[src/rtl/clock_meter_pkg.sv]
// Shared definitions for the slow-clock period meter: FSM state encoding and
// the default counter width.
package clock_meter_pkg;

  localparam int DEFAULT_CNT_WIDTH = 24;

  typedef enum logic [1:0] {
    IDLE    = 2'b00,
    ARM     = 2'b01,
    MEASURE = 2'b10
  } meter_state_e;

endpackage

[src/rtl/sync_edge_detect.sv]
// Brings an asynchronous slow clock into the local domain through a flop chain
// and flags the cycle in which its synchronised level first goes high.
module sync_edge_detect #(
  parameter int SYNC_STAGES = 2
) (
  input  logic clock,
  input  logic reset,
  input  logic slow_in,
  output logic s,
  output logic rise
);

  logic [SYNC_STAGES-1:0] sync_q, sync_d;
  logic                   prev_q, prev_d;

  always_comb begin
    sync_d = {sync_q[SYNC_STAGES-2:0], slow_in};
    prev_d = sync_q[SYNC_STAGES-1];
  end

  // NOTE: sequential state uses non-blocking assignments so every flop samples
  // the pre-edge value of its neighbours; blocking here would collapse the chain.
  always_ff @(posedge clock or negedge reset) begin
    if (!reset) begin
      sync_q <= '0;
      prev_q <= 1'b0;
    end else begin
      sync_q <= sync_d;
      prev_q <= prev_d;
    end
  end

  assign s    = sync_q[SYNC_STAGES-1];
  assign rise = s & ~prev_q;

endmodule

[src/rtl/clock_period_meter.sv]
// Measures the period and high time of a slow asynchronous clock in local
// clock cycles, with a sticky timeout when the slow clock stops toggling.
module clock_period_meter
  import clock_meter_pkg::*;
#(
  parameter int CNT_WIDTH      = DEFAULT_CNT_WIDTH,
  parameter int SYNC_STAGES    = 2,
  parameter int TIMEOUT_CYCLES = 200000
) (
  input  logic                 clock,
  input  logic                 reset,
  input  logic                 enable,
  input  logic                 slow_in,
  output logic [CNT_WIDTH-1:0] period,
  output logic [CNT_WIDTH-1:0] high_time,
  output logic                 period_valid,
  output logic                 locked,
  output logic                 timeout
);

  localparam logic [CNT_WIDTH-1:0] CNT_ONE     = CNT_WIDTH'(1);
  localparam logic [CNT_WIDTH-1:0] CNT_MAX     = '1;
  localparam logic [CNT_WIDTH-1:0] TIMEOUT_VAL = CNT_WIDTH'(TIMEOUT_CYCLES);

  logic s;
  logic rise;

  sync_edge_detect #(
    .SYNC_STAGES(SYNC_STAGES)
  ) u_sync (
    .clock  (clock),
    .reset  (reset),
    .slow_in(slow_in),
    .s      (s),
    .rise   (rise)
  );

  meter_state_e         state_q, state_d;
  logic [CNT_WIDTH-1:0] cnt_q, cnt_d;
  logic [CNT_WIDTH-1:0] hcnt_q, hcnt_d;
  logic [CNT_WIDTH-1:0] period_q, period_d;
  logic [CNT_WIDTH-1:0] high_time_q, high_time_d;
  logic                 period_valid_q, period_valid_d;
  logic                 locked_q, locked_d;
  logic                 timeout_q, timeout_d;

  logic [CNT_WIDTH-1:0] cnt_inc, hcnt_inc;
  logic                 expired;

  assign cnt_inc  = (cnt_q  == CNT_MAX) ? cnt_q  : cnt_q  + CNT_ONE;
  assign hcnt_inc = (hcnt_q == CNT_MAX) ? hcnt_q : hcnt_q + CNT_ONE;
  // A rise in the expiry cycle takes priority, so expiry is only acted on without one.
  assign expired  = (cnt_q == TIMEOUT_VAL);

  // NOTE: every signal written below gets a default first, so no path through
  // the case leaves one unassigned and no latch is inferred.
  always_comb begin
    state_d        = state_q;
    cnt_d          = cnt_q;
    hcnt_d         = hcnt_q;
    period_d       = period_q;
    high_time_d    = high_time_q;
    period_valid_d = 1'b0;
    locked_d       = locked_q;
    timeout_d      = timeout_q;

    if (!enable) begin
      state_d   = IDLE;
      cnt_d     = '0;
      hcnt_d    = '0;
      locked_d  = 1'b0;
      timeout_d = 1'b0;
    end else begin
      case (state_q)
        IDLE: begin
          state_d   = ARM;
          cnt_d     = '0;
          hcnt_d    = '0;
          locked_d  = 1'b0;
          timeout_d = 1'b0;
        end
        ARM: begin
          if (rise) begin
            state_d = MEASURE;
            cnt_d   = CNT_ONE;
            hcnt_d  = CNT_ONE;
          end else if (expired) begin
            timeout_d = 1'b1;
            locked_d  = 1'b0;
            cnt_d     = '0;
            hcnt_d    = '0;
          end else begin
            cnt_d = cnt_inc;
          end
        end
        MEASURE: begin
          if (rise) begin
            period_d       = cnt_q;
            high_time_d    = hcnt_q;
            period_valid_d = 1'b1;
            locked_d       = 1'b1;
            timeout_d      = 1'b0;
            cnt_d          = CNT_ONE;
            hcnt_d         = CNT_ONE;
          end else if (expired) begin
            state_d   = ARM;
            timeout_d = 1'b1;
            locked_d  = 1'b0;
            cnt_d     = '0;
            hcnt_d    = '0;
          end else begin
            cnt_d = cnt_inc;
            if (s) hcnt_d = hcnt_inc;
          end
        end
        default: state_d = IDLE;
      endcase
    end
  end

  always_ff @(posedge clock or negedge reset) begin
    if (!reset) begin
      state_q        <= IDLE;
      cnt_q          <= '0;
      hcnt_q         <= '0;
      period_q       <= '0;
      high_time_q    <= '0;
      period_valid_q <= 1'b0;
      locked_q       <= 1'b0;
      timeout_q      <= 1'b0;
    end else begin
      state_q        <= state_d;
      cnt_q          <= cnt_d;
      hcnt_q         <= hcnt_d;
      period_q       <= period_d;
      high_time_q    <= high_time_d;
      period_valid_q <= period_valid_d;
      locked_q       <= locked_d;
      timeout_q      <= timeout_d;
    end
  end

  assign period       = period_q;
  assign high_time    = high_time_q;
  assign period_valid = period_valid_q;
  assign locked       = locked_q;
  assign timeout      = timeout_q;

endmodule

[config.mk]
export PLATFORM = sky130hd
export DESIGN_NAME = clock_period_meter
export DESIGN_NICKNAME = d
export VERILOG_FILES = /design/src/rtl/clock_meter_pkg.sv /design/src/rtl/sync_edge_detect.sv /design/src/rtl/clock_period_meter.sv
export SDC_FILE = /design/constraint.sdc
export NUM_CORES = 1
export LEC_CHECK = 0
export ABC_CLOCK_PERIOD_IN_PS = 2950
export BUFFER_PORTS_ARGS = -buffer_cell sky130_fd_sc_hd__buf_2
export CORE_ASPECT_RATIO = 0.7
export CORE_MARGIN = 2
export CORE_UTILIZATION = 50
export DETAILED_ROUTE_END_ITERATION = 10
export PLACE_DENSITY = 0.7
export SYNTH_ARGS = -nofsm -noshare
export SYNTH_HDL_FRONTEND = slang
export SYNTH_SLANG_ARGS = --single-unit
[constraint.sdc]
create_clock -name clock -period 2.95 [get_ports clock]
set_input_delay 0.1475 -clock clock [delete_from_list [all_inputs] [get_ports clock]]
set_output_delay 0.1475 -clock clock [all_outputs]
set_load 0.03 [all_outputs]
# Word-level counts from Yosys, hierarchy flattened
# Cells that the tools add are included.
# W data, S select, Z words.
[word_totals]
reg_bits = 104
out_inout_bits = 51
in_bits = 4
[op_classes]
n_bitwise = 2
addsub = 2
reduce_logical = 7
n_eq_ne = 15
n_mux = 31
[op_table]
columns = ["op", "n"]
rows = [
  ["$mux W24", 11],
  ["$pmux W24 S3", 1],
  ["$add A24 B1 Y24 const B", 2],
  ["$eq A24 B24 Y1 const B", 2],
  ["$pmux W24 S2", 1],
  ["$eq A24 B18 Y1 const B", 1],
  ["$ne A3 B3 Y1 const B", 4],
  ["$mux W1", 11],
  ["$ne A5 B5 Y1 const B", 2],
  ["$mux W2", 4],
  ["$pmux W1 S3", 2],
  ["$pmux W2 S3", 1],
  ["$reduce_and A3 Y1", 2],
  ["$ne A5 B4 Y1 const B", 1],
  ["$ne A4 B1 Y1 const B", 1],
  ["$ne A4 B4 Y1 const B", 1],
  ["$reduce_and A2 Y1", 2],
  ["$reduce_and A4 Y1", 1],
  ["$ne A3 B2 Y1 const B", 1],
  ["$eq A2 B1 Y1 const B", 1],
  ["$eq A2 B2 Y1 const B", 1],
  ["$logic_not A2 Y1", 1],
  ["$reduce_or A2 Y1", 1],
  ["$and A1 B1 Y1", 1],
  ["$not A1 Y1", 1],
]

# Longest topological paths before layout
[logic_depth]
depth_word = 7
depth_mapped = 10

# Cells and area by module
# A second synthesis with hierarchy kept.
[unflattened]
cells_unflattened = 490
area_unflattened_um2 = 5171.2
[modules_own_cells]
columns = ["mod", "instances", "area_per_inst_um2", "seq_area_each_um2", "cells_each"]
rows = [
  ["clock_period_meter", 1, 5082.4, 2527.4, 486],
  ["sync_edge_detect", 1, 88.8, 75.1, 4],
]

# Worst setup path after synthesis
# No wires, ideal clock.
[synth_timing]
path_kind = "register to register"
from = "register state_q[0]"
to = "register hcnt_q[18]"
arrival_time_ns = 1.910
period_less_slack_ns = 2.005
path_slack_ns = 0.945
path_stages_with_launch = 11
n_path_buf = 2
required_ns = 2.855
setup_time_ns = 0.095
path_cell_list = "dfrtp_1 -> inv_1 -> ha_1 -> clkbuf_2 -> mux2i_1 -> o21a_1 -> a31o_2 -> nor2_1 -> buf_2 -> nand2_1 -> o31ai_1"
[synth_between]
elab_chain_len = 3
[synth_rtl]
columns = ["element", "line_no", "text"]
rows = [
  ["start, declared", "clock_period_meter.sv:38", "meter_state_e state_q, state_d;"],
  ["start signal, assigned", "clock_period_meter.sv:132", "state_q <= state_d;"],
  ["$eq A2 B2 Y1, or another cell as far along", "clock_period_meter.sv:74", "case (state_q)"],
  ["$ne A5 B4 Y1 (no source line), or another cell as far along", "n/a", ""],
  ["$reduce_and A4 Y1 (no source line) or $mux W24 (tied branches)", "n/a", ""],
  ["end signal, assigned", "clock_period_meter.sv:134", "hcnt_q <= hcnt_d;"],
  ["end, declared", "clock_period_meter.sv:40", "logic [CNT_WIDTH-1:0] hcnt_q, hcnt_d;"],
]
# Parallel ways exist; a longest one is shown, timed or not.
# A chain may end at the register's enable or synchronous reset.

# Final worst setup path
[layout_timing]
from = "register hcnt_q[0]"
to = "register hcnt_q[18]"
[layout_between]
elab_chain_len = 7
[layout_rtl]
columns = ["element", "line_no", "text"]
rows = [
  ["$add A24 B1 Y24", "clock_period_meter.sv:51", "assign hcnt_inc = (hcnt_q == CNT_MAX) ? hcnt_q : hcnt_q + CNT_ONE;"],
  ["$mux W24", "clock_period_meter.sv:51", ""],
  ["$mux W24", "clock_period_meter.sv:113", "if (s) hcnt_d = hcnt_inc;"],
  ["$mux W24", "clock_period_meter.sv:105", "end else if (expired) begin"],
  ["$mux W24", "clock_period_meter.sv:97", "if (rise) begin"],
  ["$pmux W24 S3", "clock_period_meter.sv:74", ""],
  ["$mux W24", "clock_period_meter.sv:67", "if (!enable) begin"],
]
# Parallel ways exist; a longest one is shown, timed or not. The select of a mux whose other input is x is not followed.

==> results.cfg <==
[floorplanning]
dieHeight_um = 87.0
fp.dieArea_um2 = 10700
initial_core_util_pct = 51.1
ios = 55
core_um2 = 9610
die_w_um = 123
std_cell_rows = 30

[critical_path]
path_class = flop to flop
cp.arrival_ns = 2.75
startpoint_type = flop
worst-path-max-fanout = 13
critPathCaptureType = flop
crit_required_ns = 3.19

[logic_synthesis]
synth_seq_cells = 104
synth_cells = 555
yosys_warnings = 0
synth_cell_type_count = 50
seq_area_frac_synth_pct = 53.0
avgSynthCellArea_um2 = 8.86
synth_edf_count = 0
synth_area_um2 = 4910
synthFlopType = dfrtp_1
syn_nets = 566
synth-async-reset-ratio_pct = 100

[clock_tree]
insertion_delay_ns = 0.34
cts_buffers = 9
tritoncts = yes
clkSinkCount = 104
cts_max_level = 3
postCtsResizedCells = 0
clkTransAtPathRegs_ns = 0.07
ctsRootBufferMaster = clkbuf_16
cts_max_path_buffers = 2

[grt]
grt_overflow = 0
grt_usage_pct = 22.8
grt_pass1_vias = 3898
grt_pass1_wl_um = 19100
antenna_found_initial = 0
grt_max_degree = 53

[routing]
vias = 4129
met1_length_um = 5670
top_layer_used = met4
dr_wl_met2_um = 4730
wl_per_cell_um = 15.2
wl_met3_um = 677
drt-pass1-iter-count = 5
ant_nets = 0
finalWirelength_um = 11200
drtIter0Drc = 304
drcViolationCount = 0
viasPerCell = 5.59

[worst_hold_path]
hp-class = primary input to flop

[finish]
drive_gt1_share_pct = 15.1
diodes = 0
postLayoutCoreUtil_pct = 58.7
nFillCells = 888
seqCellArea_um2 = 2600
area_growth_syn_to_layout_pct = 14.8
nets = 616
multi_input_area_um2 = 2150
final_cell_mix = nand2_1, dfrtp_1, buf_2
mostFrequentLayoutCell = nand2_1

[placed_design]
gp_congestion = 0.885
dp_hpwl_um = 7640
port_buffers = 54

[timing]
tightest_slew_ns = 0.663
fin_skew_ns = 0.00863
drv_slew = 0
grt_setup_unrepaired = no
fin_crit_sh_pct = 84.9
final.setup.tns_ns = 0
final_hold_viol_count = 0
setup_viol = 0
period_minus_slack_ns = 2.51
slew_headroom_pct = 55.4
fmax_mhz = 399

[power_and_ir_drop]
powerDensity_nw_per_um2 = 557
p_total_mw = 3.15
p_leak_nw = 2.86
peakVddDrop_mv = 0.342

[status]
outcome = finished clean

[job]
drv_cap = 0
-- power breakdown --
group | switching [mW] | internal, mW
clock network | 0.512 | 0.727
registers | 0.0256 | 1.45
logic | 0.297 | 0.130
-- repair_timing --
| action | 4_1_cts | 5_1_grt |
|---|---|---|
| endpoints found under the setup margin | 0 | 0 |
| hold endpoints to repair | 48 | 0 |
| buffers inserted | 0 | 0 |
| hold buffers | 2 | 0 |
-- cell families after synthesis --
| group | count (synthesis) | synth area share, % |
|---|---|---|
| adder cells (fa/ha/maj) | 7 | 1.78 |
| flip-flops | 104 | 53.0 |
| AND/OR/NAND/NOR | 293 | 26.8 |
| AO/OA/AOI/OAI | 91 | 11.2 |
| XOR/XNOR | 17 | 3.03 |
| multiplexers | 4 | 0.840 |
| buffers and inverters | 39 | 3.46 |
-- layout make-up --
cell class,count,area share [%]
Multi-Input combinational cell,412,38.0
Tap cell,128,2.84
Sequential cell,104,46.1
Timing Repair Buffer,67,6.65
Clock inverter,4,0.909
Inverter,11,0.732
Clock buffer,12,4.72
-- sequential cells by signal, summed over array words and instances (netlist names) --
signal         count
period            24
u_sync.prev_q      1
timeout            1
high_time         24
hcnt_q            24
period_valid       1
state_q            2
locked             1
cnt_q             24
u_sync.sync_q      2
-- worst paths after layout --
path	depth (start not counted)	slack (ns)	from	end
max in group asynchronous	3	1.74	reset	period[19]
min in group asynchronous	2	0.37	reset	period[14]
worst max-delay path	8	0.44	hcnt_q[0]	hcnt_q[18]
worst min register to register	0	0.36	u_sync.sync_q[0]	u_sync.sync_q[1]
worst min-delay path	3	0.17	enable	state_q[0]
worst max register to register	8	0.44	hcnt_q[0]	hcnt_q[18]
-- per-stage QoR --
stage          area, um^2  worst slack [ns]  hold slack, ns  instances
5_1_grt              5640             0.185           0.195        738
3_3_place_gp         5310             0.599           0.209        720
3_5_place_dp         5310             0.485           0.215        720
6_report             5640             0.444           0.167        738
4_1_cts              5640             0.464           0.159        738
2_1_floorplan        4910             0.945          -0.148        555
-- synthesized netlist by cell type (8+ instances only) --
cell | number | share of area [%]
and3_1 | 11 | 1.4
xor2_1 | 13 | 2.3
nand3_1 | 27 | 2.7
buf_2 | 9 | 0.92
o21ai_0 | 46 | 4.7
inv_1 | 10 | 0.76
nand2_1 | 167 | 13
nand4_1 | 19 | 2.4
a21oi_1 | 13 | 1.3
nor2_1 | 37 | 2.8
o31ai_1 | 11 | 1.7
clkbuf_1 | 10 | 0.76
nor3_1 | 9 | 0.92
dfrtp_1 | 104 | 53
a31oi_1 | 8 | 1.0
-- critical path: stages, from the launching register on --
cell,delay [ns]
dfrtp_1,0.43
ha_1,0.25
nand3_1,0.20
nor4_4,0.50
a31o_2,0.25
a21boi_4,0.34
buf_4,0.25
o21ai_0,0.10
o31ai_1,0.08
-- routing by layer --
layer,track usage (%),vias up
met4,5.75,0
met2,33.0,149
met3,4.78,12
met1,34.9,1969
met5,0,-
li1,-,1999
No activity file was read; power rests on OpenSTA's default activity.
